$ cat src/rtl/int_to_online_serializer.sv
// Converts a frame of two's-complement channel words into a stream of 2-bit online digits
// (MSB first, optional zero prefix), with optional common left-normalization across channels.
module int_to_online_serializer #(
  parameter int    NUM_CH        = 2,
  parameter int    INT_WIDTH     = 8,
  parameter int    OFFSET_WIDTH  = 4,
  parameter string ENCODING_MODE = "signed-digit",
  parameter int    ADJUST_ENABLE = 0
) (
  input  logic                            i_clk,
  input  logic                            i_rstn,
  input  logic                            i_s_valid,
  output logic                            o_s_ready,
  input  logic [NUM_CH*(INT_WIDTH+1)-1:0] i_s_data,
  input  logic [OFFSET_WIDTH-1:0]         i_s_offset,
  output logic [2*NUM_CH-1:0]             o_m_digit,
  output logic                            o_m_valid,
  input  logic                            i_m_ready,
  output logic                            o_m_last,
  output logic [((INT_WIDTH > 1) ? $clog2(INT_WIDTH) : 1)-1:0] o_norm_shift
);

  localparam int WW      = INT_WIDTH + 1;
  localparam int SHW     = (INT_WIDTH > 1) ? $clog2(INT_WIDTH) : 1;
  localparam int ENC_SD  = 0;
  localparam int ENC_BS  = 1;
  localparam int ENC_SEL = (ENCODING_MODE == "signed-digit") ? ENC_SD :
                           ((ENCODING_MODE == "borrow-save") ? ENC_BS : 2);
  localparam logic [SHW-1:0] LAST_IDX = SHW'(INT_WIDTH - 1);

  typedef enum logic [1:0] {IDLE = 2'b00, ALIGN = 2'b01, EMIT = 2'b10} state_t;
  typedef logic [NUM_CH-1:0][INT_WIDTH-1:0] mag_t;

  function automatic logic [1:0] enc_digit(input logic b, input logic s);
    logic [1:0] d;
    d = 2'b00;
    if (b) begin
      case (ENC_SEL)
        ENC_SD:  d = s ? 2'b01 : 2'b10;
        ENC_BS:  d = s ? 2'b11 : 2'b01;
        default: d = 2'b00;
      endcase
    end else begin
      d = 2'b00;
    end
    return d;
  endfunction

  // The zero prefix masks every channel; afterwards each channel shows its current MSB.
  function automatic logic [2*NUM_CH-1:0] frame_digit(input mag_t m, input logic [NUM_CH-1:0] s,
                                                      input logic [OFFSET_WIDTH-1:0] off);
    logic [2*NUM_CH-1:0] d;
    d = '0;
    for (int k = 0; k < NUM_CH; k++) begin
      if (off == '0) d[2*k +: 2] = enc_digit(m[k][INT_WIDTH-1], s[k]);
      else           d[2*k +: 2] = 2'b00;
    end
    return d;
  endfunction

  // -2^INT_WIDTH has no INT_WIDTH-bit magnitude, so it clamps to all ones.
  function automatic logic [INT_WIDTH-1:0] abs_sat(input logic [WW-1:0] v);
    logic [WW-1:0]        neg;
    logic [INT_WIDTH-1:0] m;
    neg = ~v + 1'b1;
    if (!v[WW-1])            m = v[INT_WIDTH-1:0];
    else if (neg[INT_WIDTH]) m = '1;
    else                     m = neg[INT_WIDTH-1:0];
    return m;
  endfunction

  state_t                   state_r, state_nxt_s;
  mag_t                     mag_r, mag_nxt_s;
  logic [NUM_CH-1:0]        sign_r, sign_nxt_s;
  logic [OFFSET_WIDTH-1:0]  off_r, off_nxt_s;
  logic [SHW-1:0]           bit_r, bit_nxt_s;
  logic [SHW-1:0]           shift_r, shift_nxt_s;
  logic                     any_msb_s, all_zero_s;
  logic                     valid_r, last_r, ready_r;
  logic [2*NUM_CH-1:0]      digit_r;
  logic                     valid_nxt_s, last_nxt_s, ready_nxt_s;
  logic [2*NUM_CH-1:0]      digit_nxt_s;

  // Normalization exit conditions, evaluated on the unshifted magnitudes.
  always_comb begin
    any_msb_s  = 1'b0;
    all_zero_s = 1'b1;
    for (int k = 0; k < NUM_CH; k++) begin
      any_msb_s  = any_msb_s | mag_r[k][INT_WIDTH-1];
      all_zero_s = all_zero_s & (mag_r[k] == '0);
    end
  end

  // Next-state logic for the FSM and datapath registers.
  always_comb begin
    state_nxt_s = state_r;
    mag_nxt_s   = mag_r;
    sign_nxt_s  = sign_r;
    off_nxt_s   = off_r;
    bit_nxt_s   = bit_r;
    shift_nxt_s = shift_r;
    case (state_r)
      IDLE: begin
        if (i_s_valid) begin
          for (int k = 0; k < NUM_CH; k++) begin
            sign_nxt_s[k] = i_s_data[k*WW + INT_WIDTH];
            mag_nxt_s[k]  = abs_sat(i_s_data[k*WW +: WW]);
          end
          off_nxt_s   = i_s_offset;
          bit_nxt_s   = '0;
          shift_nxt_s = '0;
          state_nxt_s = (ADJUST_ENABLE != 0) ? ALIGN : EMIT;
        end else begin
          state_nxt_s = IDLE;
        end
      end
      ALIGN: begin
        if (any_msb_s || all_zero_s || (shift_r == LAST_IDX)) begin
          state_nxt_s = EMIT;
        end else begin
          for (int k = 0; k < NUM_CH; k++) mag_nxt_s[k] = mag_r[k] << 1;
          shift_nxt_s = shift_r + 1'b1;
        end
      end
      EMIT: begin
        if (valid_r && i_m_ready) begin
          if (last_r) begin
            state_nxt_s = IDLE;
          end else if (off_r != '0) begin
            off_nxt_s = off_r - 1'b1;
          end else begin
            for (int k = 0; k < NUM_CH; k++) mag_nxt_s[k] = mag_r[k] << 1;
            bit_nxt_s = bit_r + 1'b1;
          end
        end else begin
          state_nxt_s = EMIT;
        end
      end
      default: state_nxt_s = IDLE;
    endcase
  end

  // Outputs are derived from the next state so that they leave the block registered.
  always_comb begin
    valid_nxt_s = (state_nxt_s == EMIT);
    ready_nxt_s = (state_nxt_s == IDLE);
    if (valid_nxt_s) begin
      digit_nxt_s = frame_digit(mag_nxt_s, sign_nxt_s, off_nxt_s);
      last_nxt_s  = (off_nxt_s == '0) && (bit_nxt_s == LAST_IDX);
    end else begin
      digit_nxt_s = '0;
      last_nxt_s  = 1'b0;
    end
  end

  // State, datapath and output registers with asynchronous clear.
  always_ff @(posedge i_clk or negedge i_rstn) begin
    if (!i_rstn) begin
      state_r <= IDLE;
      mag_r   <= '0;
      sign_r  <= '0;
      off_r   <= '0;
      bit_r   <= '0;
      shift_r <= '0;
      valid_r <= 1'b0;
      last_r  <= 1'b0;
      digit_r <= '0;
      ready_r <= 1'b1;
    end else begin
      state_r <= state_nxt_s;
      mag_r   <= mag_nxt_s;
      sign_r  <= sign_nxt_s;
      off_r   <= off_nxt_s;
      bit_r   <= bit_nxt_s;
      shift_r <= shift_nxt_s;
      valid_r <= valid_nxt_s;
      last_r  <= last_nxt_s;
      digit_r <= digit_nxt_s;
      ready_r <= ready_nxt_s;
    end
  end

  assign o_s_ready    = ready_r;
  assign o_m_valid    = valid_r;
  assign o_m_last     = last_r;
  assign o_m_digit    = digit_r;
  assign o_norm_shift = shift_r;

endmodule

$ cat config.mk
export PLATFORM = sky130hd
export DESIGN_NAME = int_to_online_serializer
export DESIGN_NICKNAME = d
export VERILOG_FILES = /design/src/rtl/int_to_online_serializer.sv
export SDC_FILE = /design/constraint.sdc
export NUM_CORES = 1
export LEC_CHECK = 0
export BUFFER_PORTS_ARGS = -buffer_cell sky130_fd_sc_hd__buf_2
export CAP_MARGIN = 25
export CORE_MARGIN = 1.5
export CORE_UTILIZATION = 59
export CTS_BUF_LIST = sky130_fd_sc_hd__clkbuf_4
export DETAILED_ROUTE_END_ITERATION = 16
export GPL_TIMING_DRIVEN = 0
export PLACE_DENSITY = 0.84
export SLEW_MARGIN = 20
export SYNTH_ARGS = -nofsm -noshare
export SYNTH_HDL_FRONTEND = slang
export SYNTH_SLANG_ARGS = --single-unit
$ cat constraint.sdc
create_clock -name i_clk -period 2.2 [get_ports i_clk]
set_input_delay 0.44 -clock i_clk [delete_from_list [all_inputs] [get_ports i_clk]]
set_output_delay 0.44 -clock i_clk [all_outputs]
set_load 0.01 [all_outputs]
==> impl_metrics.toml <==
[run_status]
run_status = "finished, final reports clean"

[routing]
wire_per_inst_um = 15.3
drt_iter0_drc = 81
vias = 2131
drc_errors = 0
drtPass1Iterations = 4
final_antenna_net_count = 0
viasPerCell = 6.29
finalWirelength_um = 5180

[floorplan]
num_rows = 22
ios = 36
core_area_mm2 = 0.00369
dieArea_mm2 = 0.00426
die_height_um = 65.3
die_w_um = 65.3
initial_core_util = 0.620

[cts]
cts.clk_slew.worst_paths_ns = 0.11
cts.sinks = 37
clk_latency_ns = 0.34
cts-htree-levels = 2
hold_buffers = 0
cts-buffers-inserted = 5
cts_tree = "built"
cts_root_buf = "clkbuf_4"
clk_path_buf_depth = 2

[synthesis]
yosysTopAreaCellShare = 0.394
syn_nets = 278
ys_async_sr_fraction = 1.00
synth.distinct_cells = 56
synth_ff_type = "dfrtp_1"
syn_area_mm2 = 0.00229
synth-edff-count = 0
synth_area_leaders = "dfrtp_1 (39%), nand3_1 (4.8%), nand2_1 (3.8%)"
yosys.area.top_type = "dfrtp_1"
synth_warnings = 0
seq_area_frac_synth = 0.405
syn_avg_cell_area_um2 = 9.30
ys_seq_elements = 37
netlist_instances = 246

[cells_and_area]
postLayoutCellArea_mm2 = 0.00267
diodes = 0
syn2layout_area_growth_pct = 16.8
nets = 322
layout-drive-gt1-share = 0.254

[worst_setup_path]
crit_arrival_ns = 2.38
crit_type = "reg -> reg"
cp-start-kind = "flip-flop"
endpoint_kind = "flip-flop"
r2r_slack_ns = 0.05
crit_required_ns = 2.43
critPathMaxFanout = 9

[placement]
routabilityCongestion = 0.866
pre_cts_slack_ns = 0.0170
portBuffers = 34
dpl.hpwl_um = 3800
place_area_mm2 = 0.00252

[grt]
grt_pass1_vias = 2007
grt_use_total = 0.256
grt_pass1_wl_um = 8530
antenna_found_initial = 0
grt.overflow.total = 0
grt_max_degree = 38

[run]
maxCapViolations = 0

[sta]
setup_viol = 0
finalCritPeriodShare = 0.978
maxSlewViolCount = 0
fmax_mhz = 465
hold_viol_final = 0
min_period_ns = 2.15
clock_skew_ns = 0.00917
setup_ws_ns = 0.0487
grt_setup_unrepaired = "true"
worstMarginPinSlew_ns = 0.792
slew_headroom = 0.472

[pwr]
irDropWorstVdd_v = 0.000601
p_leak_nw = 1.23
power_density_mw_per_mm2 = 1020

[worst_hold_path]
hold_class = "in -> async"
-- registers in the layout (all words and copies together), names as in the netlist --
signal / count
bit_r: 3
mag_r: 16
o_m_valid: 1
sign_r: 2
o_norm_shift: 3
o_s_ready: 1
o_m_digit: 4
o_m_last: 1
off_r: 4
state_r: 2
-- stage by stage --
step                      hold WS, ns  std cells  utilization  setup TNS [ns]  total power [mW]
after global placement          0.485        328        0.682               0              2.11
after detailed placement        0.506        328        0.682               0              2.15
after global routing            0.218        339        0.725         -0.0875              2.91
after CTS                       0.194        336        0.704               0              2.60
final                           0.170        339        0.725               0              2.72
after floorplan                 0.144        246            -               0              1.86
-- path summary, 6_finish.rpt --
path | endpoint | depth (start not counted) | start
max | mag_r[13]$_DFFE_PN0P_ | 8 | off_r[0]$_DFF_PN0_
min | off_r[0]$_DFF_PN0_ | 1 | i_rstn
max reg2reg | mag_r[13]$_DFFE_PN0P_ | 8 | off_r[0]$_DFF_PN0_
min reg2reg | mag_r[13]$_DFFE_PN0P_ | 1 | mag_r[12]$_DFFE_PN0P_
max in group asynchronous | mag_r[11]$_DFFE_PN0P_ | 1 | i_rstn
min in group i_clk | off_r[1]$_DFF_PN0_ | 2 | i_s_offset[1]
-- cell type report --
| type | count | area, um2 |
|---|---|---|
| Tap cell | 48 | 60.1 |
| Sequential cell | 37 | 927 |
| Inverter | 17 | 63.8 |
| Buffer | 8 | 48.8 |
| Multi-Input combinational cell | 184 | 1300 |
| Clock buffer | 5 | 37.5 |
| Timing Repair Buffer | 37 | 193 |
| Fill cell | 287 | 1020 |
| Clock inverter | 3 | 41.3 |
-- critical path: stages (launching register included) --
cell and delay, ns:
dfrtp_1 0.43, inv_1 0.07, ha_2 0.19, or3b_4 0.43, nor3_4 0.25, buf_4 0.17
a31oi_4 0.06, and3_4 0.23, a211o_1 0.21
-- cell usage after synthesis, types with 2 or more instances --
master,count
o21bai_1,3
a31oi_2,2
nor2_1,9
a31oi_1,4
buf_6,2
a311oi_1,4
nand2_1,23
and3_1,4
buf_2,3
nor4_1,10
nand3_1,22
a21oi_1,11
a21o_1,2
ha_1,6
inv_1,17
a221o_1,7
a31o_2,3
nor3b_1,2
a211oi_1,2
nor3_1,8
o21a_1,6
clkbuf_1,3
or4_1,3
dfrtp_1,36
o311ai_0,5
o21ai_0,10
nand4_1,3
nand3b_1,2
o211ai_1,5
mux2i_1,3
-- placed cells by master (no fill, tap or decap), types with 3 or more instances in the layout --
| cell | Yosys | final |
|---|---|---|
| a21oi_1 | 11 | 11 |
| buf_4 | 0 | 3 |
| o311ai_0 | 5 | 5 |
| ha_1 | 6 | 5 |
| dfrtp_1 | 36 | 36 |
| nor3_1 | 8 | 6 |
| o21a_1 | 6 | 6 |
| a221o_1 | 7 | 7 |
| clkbuf_1 | 3 | 3 |
| o211ai_1 | 5 | 5 |
| nand3_1 | 22 | 22 |
| buf_2 | 3 | 37 |
| inv_1 | 17 | 17 |
| nor4_1 | 10 | 8 |
| or4_1 | 3 | 3 |
| o21bai_1 | 3 | 3 |
| clkbuf_4 | 0 | 5 |
| nand2_1 | 23 | 23 |
| mux2i_1 | 3 | 3 |
| a311oi_1 | 4 | 4 |
| o21ai_0 | 10 | 10 |
| and3_1 | 4 | 3 |
| a31oi_1 | 4 | 4 |
| nor2_1 | 9 | 9 |
| nand4_1 | 3 | 3 |
-- cells by family (layout without fill, tap and decap cells) --
kind of cell | count (synthesis) | after routing | synth area share
flops | 37 | 37 | 0.405
simple gates | 106 | 106 | 0.277
mux | 3 | 3 | 0.0131
buf+inv | 25 | 70 | 0.0492
fa+ha+maj | 6 | 6 | 0.0328
compound gates | 69 | 69 | 0.222
-- metal layers --
| metal | vias up | GRT usage | wire (um) |
|---|---|---|---|
| met4 | 0 | 0.107 | 89 |
| met2 | 55 | 0.453 | 2590 |
| met3 | 11 | 0.0360 | 224 |
| li1 | 1024 | - | - |
| met1 | 1041 | 0.313 | 2280 |
| met5 | - | 0 | 0 |
-- power by group --
part | leakage (nW) | internal, mW | switching (mW)
registers | 0.475 | 0.905 | 0.205
clock network | 0.0389 | 0.235 | 0.229
logic | 0.711 | 0.528 | 0.621
total | 1.23 | 1.67 | 1.06
-- what timing repair did --
item,CTS,global route
setup endpoints to repair,0,16
gates resized for setup,0,9
setup buffers,0,3
hold endpoints to repair,0,0
Power figures use the tool's default switching activity.
